File: config.mk
export PLATFORM = sky130hd
export DESIGN_NAME = fetch_unit
export DESIGN_NICKNAME = d
export VERILOG_FILES = /design/src/rtl/fetch_pkg.sv /design/src/rtl/fetch_queue.sv /design/src/rtl/fetch_unit.sv
export SDC_FILE = /design/constraint.sdc
export NUM_CORES = 1
export LEC_CHECK = 0
export ABC_AREA = 1
export ABC_CLOCK_PERIOD_IN_PS = 8400
export CAP_MARGIN = 10
export CELL_PAD_IN_SITES_DETAIL_PLACEMENT = 1
export CELL_PAD_IN_SITES_GLOBAL_PLACEMENT = 1
export CORE_UTILIZATION = 45
export DETAILED_ROUTE_END_ITERATION = 16
export GPL_TIMING_DRIVEN = 1
export PLACE_DENSITY_LB_ADDON = 0.1
export SLEW_MARGIN = 20
export SYNTH_ARGS = -nofsm -noshare
export SYNTH_HDL_FRONTEND = slang
export SYNTH_HIERARCHICAL = 1
export SYNTH_SLANG_ARGS = --single-unit
File: constraint.sdc
create_clock -name clock -period 8.4 [get_ports clock]
set_clock_uncertainty 0.2 [all_clocks]
set_input_delay 1.68 -clock clock [delete_from_list [all_inputs] [get_ports clock]]
set_output_delay 1.68 -clock clock [all_outputs]
set_load 0.03 [all_outputs]
File: src/rtl/fetch_pkg.sv
// fetch_pkg: shared widths, reset PC and queue entry type for the fetch stage.
package fetch_pkg;
  localparam int ADDR_W = 12;
  localparam int DATA_W = 32;
  localparam logic [ADDR_W-1:0] RESET_PC = '0;
  localparam logic [DATA_W-1:0] NOP_INSN = 32'h0;
  typedef struct packed {
    logic [ADDR_W-1:0] pc;
    logic [DATA_W-1:0] insn;
  } fetch_entry_t;
endpackage

File: src/rtl/fetch_queue.sv
// fetch_queue: circular instruction queue with push/pop/flush; flush beats push.
module fetch_queue
  import fetch_pkg::*;
#(
  parameter int QDEPTH = 2
) (
  input  logic                         clock,
  input  logic                         reset,
  input  logic                         push,
  input  fetch_entry_t                 push_data,
  input  logic                         pop,
  input  logic                         flush,
  output fetch_entry_t                 head,
  output logic [$clog2(QDEPTH+1)-1:0]  count
);
  localparam int PW = $clog2(QDEPTH);
  localparam int CW = $clog2(QDEPTH+1);
  fetch_entry_t mem_q [QDEPTH];
  fetch_entry_t last_q, last_d;
  logic [PW-1:0] wr_q, wr_d, rd_q, rd_d;
  logic [CW-1:0] cnt_q, cnt_d;
  logic do_pop;
  function automatic logic [PW-1:0] nxt(input logic [PW-1:0] p);
    return (p == PW'(QDEPTH-1)) ? '0 : p + PW'(1);
  endfunction
  always_comb begin
    do_pop = pop & (cnt_q != '0);
    rd_d   = flush ? '0 : do_pop ? nxt(rd_q) : rd_q;
    wr_d   = flush ? '0 : push ? nxt(wr_q) : wr_q;
    cnt_d  = flush ? '0 : cnt_q + CW'(push) - CW'(do_pop);
    // an empty queue keeps showing the last head it presented
    head   = (cnt_q != '0) ? mem_q[rd_q] : last_q;
    last_d = head;
  end
  always_ff @(posedge clock or negedge reset) begin
    if (!reset) begin
      rd_q   <= '0;
      wr_q   <= '0;
      cnt_q  <= '0;
      last_q <= '{pc: '0, insn: NOP_INSN};
    end else begin
      rd_q   <= rd_d;
      wr_q   <= wr_d;
      cnt_q  <= cnt_d;
      last_q <= last_d;
    end
  end
  always_ff @(posedge clock) begin
    if (push && !flush) mem_q[wr_q] <= push_data;
  end
  assign count = cnt_q;
endmodule

File: src/rtl/fetch_unit.sv
// fetch_unit: PC, imem request credit logic and decode handshake.
// Optional FETCH_PERF_CNT_EN adds perf_fetched/perf_bubbles counters.
module fetch_unit
  import fetch_pkg::*;
#(
  parameter int                             ADDR_W   = fetch_pkg::ADDR_W,
  parameter int                             DATA_W   = fetch_pkg::DATA_W,
  parameter logic [fetch_pkg::ADDR_W-1:0]   RESET_PC = fetch_pkg::RESET_PC,
  parameter int                             QDEPTH   = 2
) (
  input  logic              clock,
  input  logic              reset,
  output logic [ADDR_W-1:0] imem_addr,
  input  logic [DATA_W-1:0] imem_q,
  input  logic              redirect_valid,
  input  logic [ADDR_W-1:0] redirect_pc,
  output logic              out_valid,
  input  logic              out_ready,
  output logic [DATA_W-1:0] out_insn,
  output logic [ADDR_W-1:0] out_pc
`ifdef FETCH_PERF_CNT_EN
  ,
  output logic [31:0]       perf_fetched,
  output logic [31:0]       perf_bubbles
`endif
);
  localparam int CW = $clog2(QDEPTH+1);
  logic [ADDR_W-1:0] fetch_pc_q, fetch_pc_d, req_pc_q, req_pc_d;
  logic req_v_q, req_v_d;
  logic [CW-1:0] cnt;
  logic [CW:0] occ;
  logic pop, push, issue;
  fetch_entry_t head;
  always_comb begin
    imem_addr  = redirect_valid ? redirect_pc : fetch_pc_q;
    out_valid  = cnt != '0;
    out_pc     = head.pc;
    out_insn   = head.insn;
    pop        = out_valid & out_ready;
    // occupancy counts the in-flight response so it always has a slot waiting
    occ        = {1'b0, cnt} + (CW+1)'(req_v_q) - (CW+1)'(pop);
    issue      = redirect_valid | (occ < (CW+1)'(QDEPTH));
    req_v_d    = issue;
    req_pc_d   = issue ? imem_addr : req_pc_q;
    fetch_pc_d = issue ? imem_addr + ADDR_W'(1) : fetch_pc_q;
    push       = req_v_q & ~redirect_valid;
  end
  always_ff @(posedge clock or negedge reset) begin
    if (!reset) begin
      fetch_pc_q <= RESET_PC;
      req_pc_q   <= '0;
      req_v_q    <= 1'b0;
    end else begin
      fetch_pc_q <= fetch_pc_d;
      req_pc_q   <= req_pc_d;
      req_v_q    <= req_v_d;
    end
  end
  fetch_queue #(.QDEPTH(QDEPTH)) u_queue (
    .clock     (clock),
    .reset     (reset),
    .push      (push),
    .push_data ('{pc: req_pc_q, insn: imem_q}),
    .pop       (pop),
    .flush     (redirect_valid),
    .head      (head),
    .count     (cnt)
  );
`ifdef FETCH_PERF_CNT_EN
  logic [31:0] fetched_q, fetched_d, bubbles_q, bubbles_d;
  always_comb begin
    fetched_d = fetched_q + 32'(pop);
    bubbles_d = bubbles_q + 32'(out_ready & ~out_valid);
  end
  always_ff @(posedge clock or negedge reset) begin
    if (!reset) begin
      fetched_q <= '0;
      bubbles_q <= '0;
    end else begin
      fetched_q <= fetched_d;
      bubbles_q <= bubbles_d;
    end
  end
  assign perf_fetched = fetched_q;
  assign perf_bubbles = bubbles_q;
`endif
endmodule

; ---- After elaboration in Yosys (flattened, before gate mapping)
; Memory sizes are Yosys's and may differ from the RTL's.
; Index checks and enable logic that the tools add are counted.
[totals]
ramBits = 88
memories = 1
ff_bits = 73
output_inout_bits = 57
[op_classes]
bitwise = 5
add_sub_neg = 7
magnitude_cmp = 1
n_reduce_logical = 5
n_mux = 11
[memory_table]
columns = name, words, width, rd, rd_ports_with_merged_regs, write_ports, line
row1 = u_queue.mem_q, 2, 44, 1, 0, 1, fetch_queue.sv:18  ; fetch_entry_t mem_q [QDEPTH];
[op_table]
columns = op, n
row1 = $mux W44, 1
row2 = $add A12 B1 Y12 const B, 1
row3 = $mux W12, 1
row4 = $mux W1, 8
row5 = $reduce_bool A2 Y1, 3
row6 = $add A2 B1 Y3, 1
row7 = $and A1 B1 Y1, 3
row8 = $lt A3 B2 Y1 const B, 1
row9 = $sub A3 B1 Y3, 1
row10 = $add A1 B1 Y1 const B, 2
row11 = $add A2 B1 Y2, 1
row12 = $mux W2, 1
row13 = $sub A2 B1 Y2, 1
row14 = $logic_and A1 B1 Y1, 1
row15 = $logic_not A1 Y1, 1
row16 = $not A1 Y1, 1
row17 = $or A1 B1 Y1, 1

; ---- Logic depth before layout (Yosys ltp)
[logic_depth]
word_depth = 5
depth_mapped = 11
mapped_depth_nobuf = 11

; ---- Hierarchy
; The synthesis kept the hierarchy.
[by_module_without_submodules]
columns = mod, area_each_um2, seq_area_each_um2, n_inst, cells_each
row1 = fetch_queue, 5024.8, 3843.7, 1, 404
row2 = fetch_unit, 1520.2, 625.6, 1, 212

; ---- Worst setup path before layout
; OpenSTA, ideal clock, no wires.
[synth_timing]
path_type = in2reg
startpoint = input port redirect_valid
endpoint = memory u_queue/mem_q[0][0] (netlist name) (enable)
cell_stages = 4
slack_ns = 3.799
path_buffers = 1
t_arrival_ns = 3.954
required_time_ns = 7.754
setup_time_ns = 0.446
path_cell_list = buf_4 -> nor2_1 -> nand2_1 -> nor2_1
[synth_between]
elab_chain_len = 5
elab_cells_between_ends = 6
cone_classes = 2 x mux / 2 x bitwise / 2 x reduce/logical
[synth_lines]
columns = item, line
row1 = start: declaration, fetch_unit.sv:15  ; input logic redirect_valid,
row2 = $not A1 Y1, fetch_unit.sv:46  ; push = req_v_q & ~redirect_valid;
row3 = $and A1 B1 Y1, fetch_unit.sv:46
row4 = net push, fetch_unit.sv:32  ; logic pop, push, issue;
row5 = $logic_and A1 B1 Y1, fetch_queue.sv:49  ; if (push && !flush) mem_q[wr_q] <= push_data;
row6 = $mux W1, fetch_queue.sv:49
row7 = $mux W1 (not written as such), fetch_queue.sv:49
row8 = end: declaration, fetch_queue.sv:18
; The timed path passes the listed nets, and every way through them passes these cells.

; ---- Final worst setup path
[layout_timing]
startpoint = input port redirect_valid
endpoint = output port imem_addr[2]
[layout_between]
elab_chain_len = 1
[layout_lines]
columns = item, line
row1 = $mux W12, fetch_unit.sv:35  ; imem_addr = redirect_valid ? redirect_pc : fetch_pc_q;
row2 = end: declaration, fetch_unit.sv:13  ; output logic [ADDR_W-1:0] imem_addr,
; Every way passes these cells.

==> run summary <==
The flow ran to the end, and the final reports show no timing, DRC or antenna violations. In the final timing run, aggregate negative setup slack is 0 ps. The relative contribution of sequential cells to total power was 0.321. In the final design database the tool counted 771 nets. Data on the critical path is required at its endpoint by 6520 ps. In this run, the number of DRC markers left after iteration 0 of detailed routing was 284. The tools report the antenna diode instance count as 0. The post-synthesis simple-gate area fraction is 0.150, and the total of warnings raised by yosys is 6.

The maximum buffer depth of the clock tree is 2. The overflow left after global routing came out at 0. The power density over cell area is 437 nW/um^2. The logs give 3.66 mW for the post-layout total power and 0.217 for the total track usage. The run gives 4870 as the via count of the first global-routing pass. For this run, design rule violations remaining after detail routing come to 0. In this run the vertical extent of the chip is 123 um. The worst setup path is captured at an output port.

Fraction of final layout cells sized beyond drive strength 1: 0.0862. met2 is the most crowded layer. At the pin with the least slew margin, the transition time is 1050 ps. The buffer count from post-CTS setup fixing came out at 0. STA classifies the critical path startpoint as an input port.

In the post-synthesis netlist, the biggest area contributors are edfxtp_1, dfrtp_1, nand2_1. The synthesized area per cell was 10.6 um^2; the count of final hold-check violations was 0. For this run, the detailed router's first-pass iteration total came to 6.

The sequential area share after synthesis was 0.683; the share of the synthesized netlist area taken by xor and xnor gates was 0.00268. The area used by multi-input combinational logic came out at 1660 um^2. The normalized max-slew margin was 0.295; the clock insertion delay at the later pin of the skew report was 420 ps.

The H-tree was split into 4 levels. After floorplanning, the core was divided into 43 placement rows. The initial cell density of the core was 0.466; the placeable core region was 14000 um^2.

Multiplexer fraction of the synthesized cell area: 0. By startpoint and endpoint, the worst setup path is classified as in -> out. The global routing met1 resource utilization came out at 0.252. The run gives 8380 um^2 as the final non-filler cell area. For the fraction of met3 tracks used by global routing, the log shows 0.0460. Entering global routing, the biggest net connects 90 pins. The total count of max-transition violations in the final report came out at 0.

For this block, the routed nets add up to 15.0 mm of wire. The total of flip-flops plus latches after synthesis is 161, and the relative contribution of the clock network to total power is 0.233. The most frequent standard cell in the layout excluding fill and tap cells was nand2_1. For the finished layout, the period the worst path requires is 6050 ps. Final non-filler cell total: 911. The min-delay analysis places its worst path in the category reg -> reg. The met2 global-route usage was 0.392.

Data arrives at the worst endpoint at 4170 ps. For the post-layout utilization of the core, the log shows 0.597. Final hold analysis gives a worst-case slack of 273 ps.

The number of different library cells in the post-synthesis netlist is 30. The fraction of the mapped netlist area in compound gates was 0.0877; the vias per cell was 5.02. In the layout the commonest cells are nand2_1, clkdlybuf4s50_1, edfxtp_1, o21ai_0, dfrtp_1. The cell sitting at the root of the clock tree is a clkbuf_16. Along the worst path, the maximum fanout reaches 26. The portion of the clock cycle consumed by the worst path in the final layout was 0.720. The switching portion of total power came out at 0.399.

The placed wire-length estimate was 9.53 mm. After detailed placement, the total cell area comes to 7710 um^2. Of all cell types, the one taking the most synthesized area is edfxtp_1.

The die is 123 um wide. Input and output buffers added on the ports amount to 104. After synthesis the cells add up to 6550 um^2.

Synthesis produced a netlist with a net count of 669. Setup repair after global routing left no endpoint under its margin. Total of hold buffers inserted after clock tree synthesis: 0.

The net switching component of the power came out at 1.46 mW. The run gives 3.46 nW as the static leakage. TritonCTS built the clock tree.

The tools report the antenna violation net count after detailed routing as 0. Cell internal power was estimated by the tool at 2.20 mW. The share of the synthesized area in the top cell type is 0.404, and the floorplan die area is 15000 um^2.

At the placement stage, the worst setup path has a slack of 2350 ps. In this run the count of I/O pins placed on the die edge is 105. The part of the power in combinational logic was 0.446.

The number of gates resized after CTS was 0. After synthesis, the largest family of logic cells by area is simple AND/OR/NAND/NOR gates. Buffers inserted during clock tree synthesis total 17. Routability-driven placement finished with a final weighted congestion of 0.788.

The footprint of the flip-flops and latches was 4470 um^2; the number of clock sinks seen by CTS was 161. After detailed placement, the design holds a cell count of 879. The tools report the initial antenna violation count as 0. Timing would allow up to 165 MHz. Post-synthesis to final-layout area growth: 28.0%. The first global-routing pass estimated 24.1 mm of wire. The run gives 0 as the total of max-cap violations.

The number of filler cells placed in the layout came out at 1501. IR analysis of the VDD net gives a maximum drop of 0.000172 V. The adder-cell share of the synthesized area came out at 0.0107. Setup slack closes at 2350 ps.

The detailed-route wire length per cell was 16.5 um. The cell count after synthesis was 616; the total number of vias was 4569. Clock-pin slew was measured on the worst setup and hold paths at 60 ps. Setup violations remaining at the end of the flow were counted as 0.
==> synth_stat cells (all sizes together) <==
| cell type | count |
|---|---|
| nand2 | 179 |
| o21ai | 101 |
| edfxtp | 88 |
| inv | 74 |
| dfrtp | 73 |
| nor2 | 33 |
| nand3 | 20 |
| buf | 19 |
| clkbuf | 7 |
| a21oi | 6 |
| ha | 4 |
| a31oi | 2 |
| nand4 | 2 |
| o21a | 2 |
| or2 | 2 |
| fa | 1 |
| nor3 | 1 |
| xnor2 | 1 |
| xor2 | 1 |
==> worst max-delay path: stages <==
cell,delay [ps]
clkdlybuf4s50_1,960
inv_2,520
nand2_1,160
nand2_2,160
clkdlybuf4s50_1,690
==> final cells by class <==
| cell class | instances | area share |
|---|---|---|
| clock inverter | 9 | 0.0209 |
| sequential | 161 | 0.533 |
| clock buffer | 23 | 0.0582 |
| tap | 180 | 0.0269 |
| timing repair buffer | 109 | 0.129 |
| inverter | 74 | 0.0331 |
| multi-input combinational | 355 | 0.199 |
==> power groups by stage <==
| stage | clock (mW) | combinational, mW | sequential (mW) |
|---|---|---|---|
| 6_report | 0.854 | 1.63 | 1.17 |
| 5_1_grt | 0.902 | 1.78 | 1.20 |
| 4_1_cts | 0.870 | 1.66 | 1.18 |
| 3_5_place_dp | 0 | 1.64 | 1.19 |
| 3_3_place_gp | 0 | 1.59 | 1.17 |
| 2_1_floorplan | 0 | 1.05 | 1.15 |
==> state kept, by name, indices dropped and copies added, names as in the netlist <==
register / count
u_queue/mem_q: 88
u_queue/wr_q: 1
req_v_q: 1
u_queue/count: 2
req_pc_q: 12
u_queue/last_q: 44
fetch_pc_q: 12
u_queue/rd_q: 1
==> metal layers <==
metal,vias up,part of all wire
li1,2211,-
met1,2252,0.42
met2,89,0.53
met3,17,0.033
met4,0,0.014
met5,-,0
==> path summary, 6_finish.rpt <==
kind	start	end	slack, ps	cells past startpoint
worst min-delay path	req_pc_q[3]	u_queue/mem_q[0][35]	270	0
min in group asynchronous	reset	u_queue/last_q[4]	1090	1
worst max-delay path	redirect_valid	imem_addr[2]	2350	5
max in group asynchronous	reset	u_queue/rd_q	6360	1
worst max register to register	u_queue/count[1]	fetch_pc_q[6]	5410	10
worst min register to register	req_pc_q[3]	u_queue/mem_q[0][35]	270	0
==> cell families after synthesis <==
kind of cell               Yosys count
adders and majority gates            5
AOI/OAI and AO/OA                  111
buffers and inverters              100
and+or+nand+nor                    237
DFF                                161
xor gates and xnor gates             2
Power figures use the tool's default switching activity.
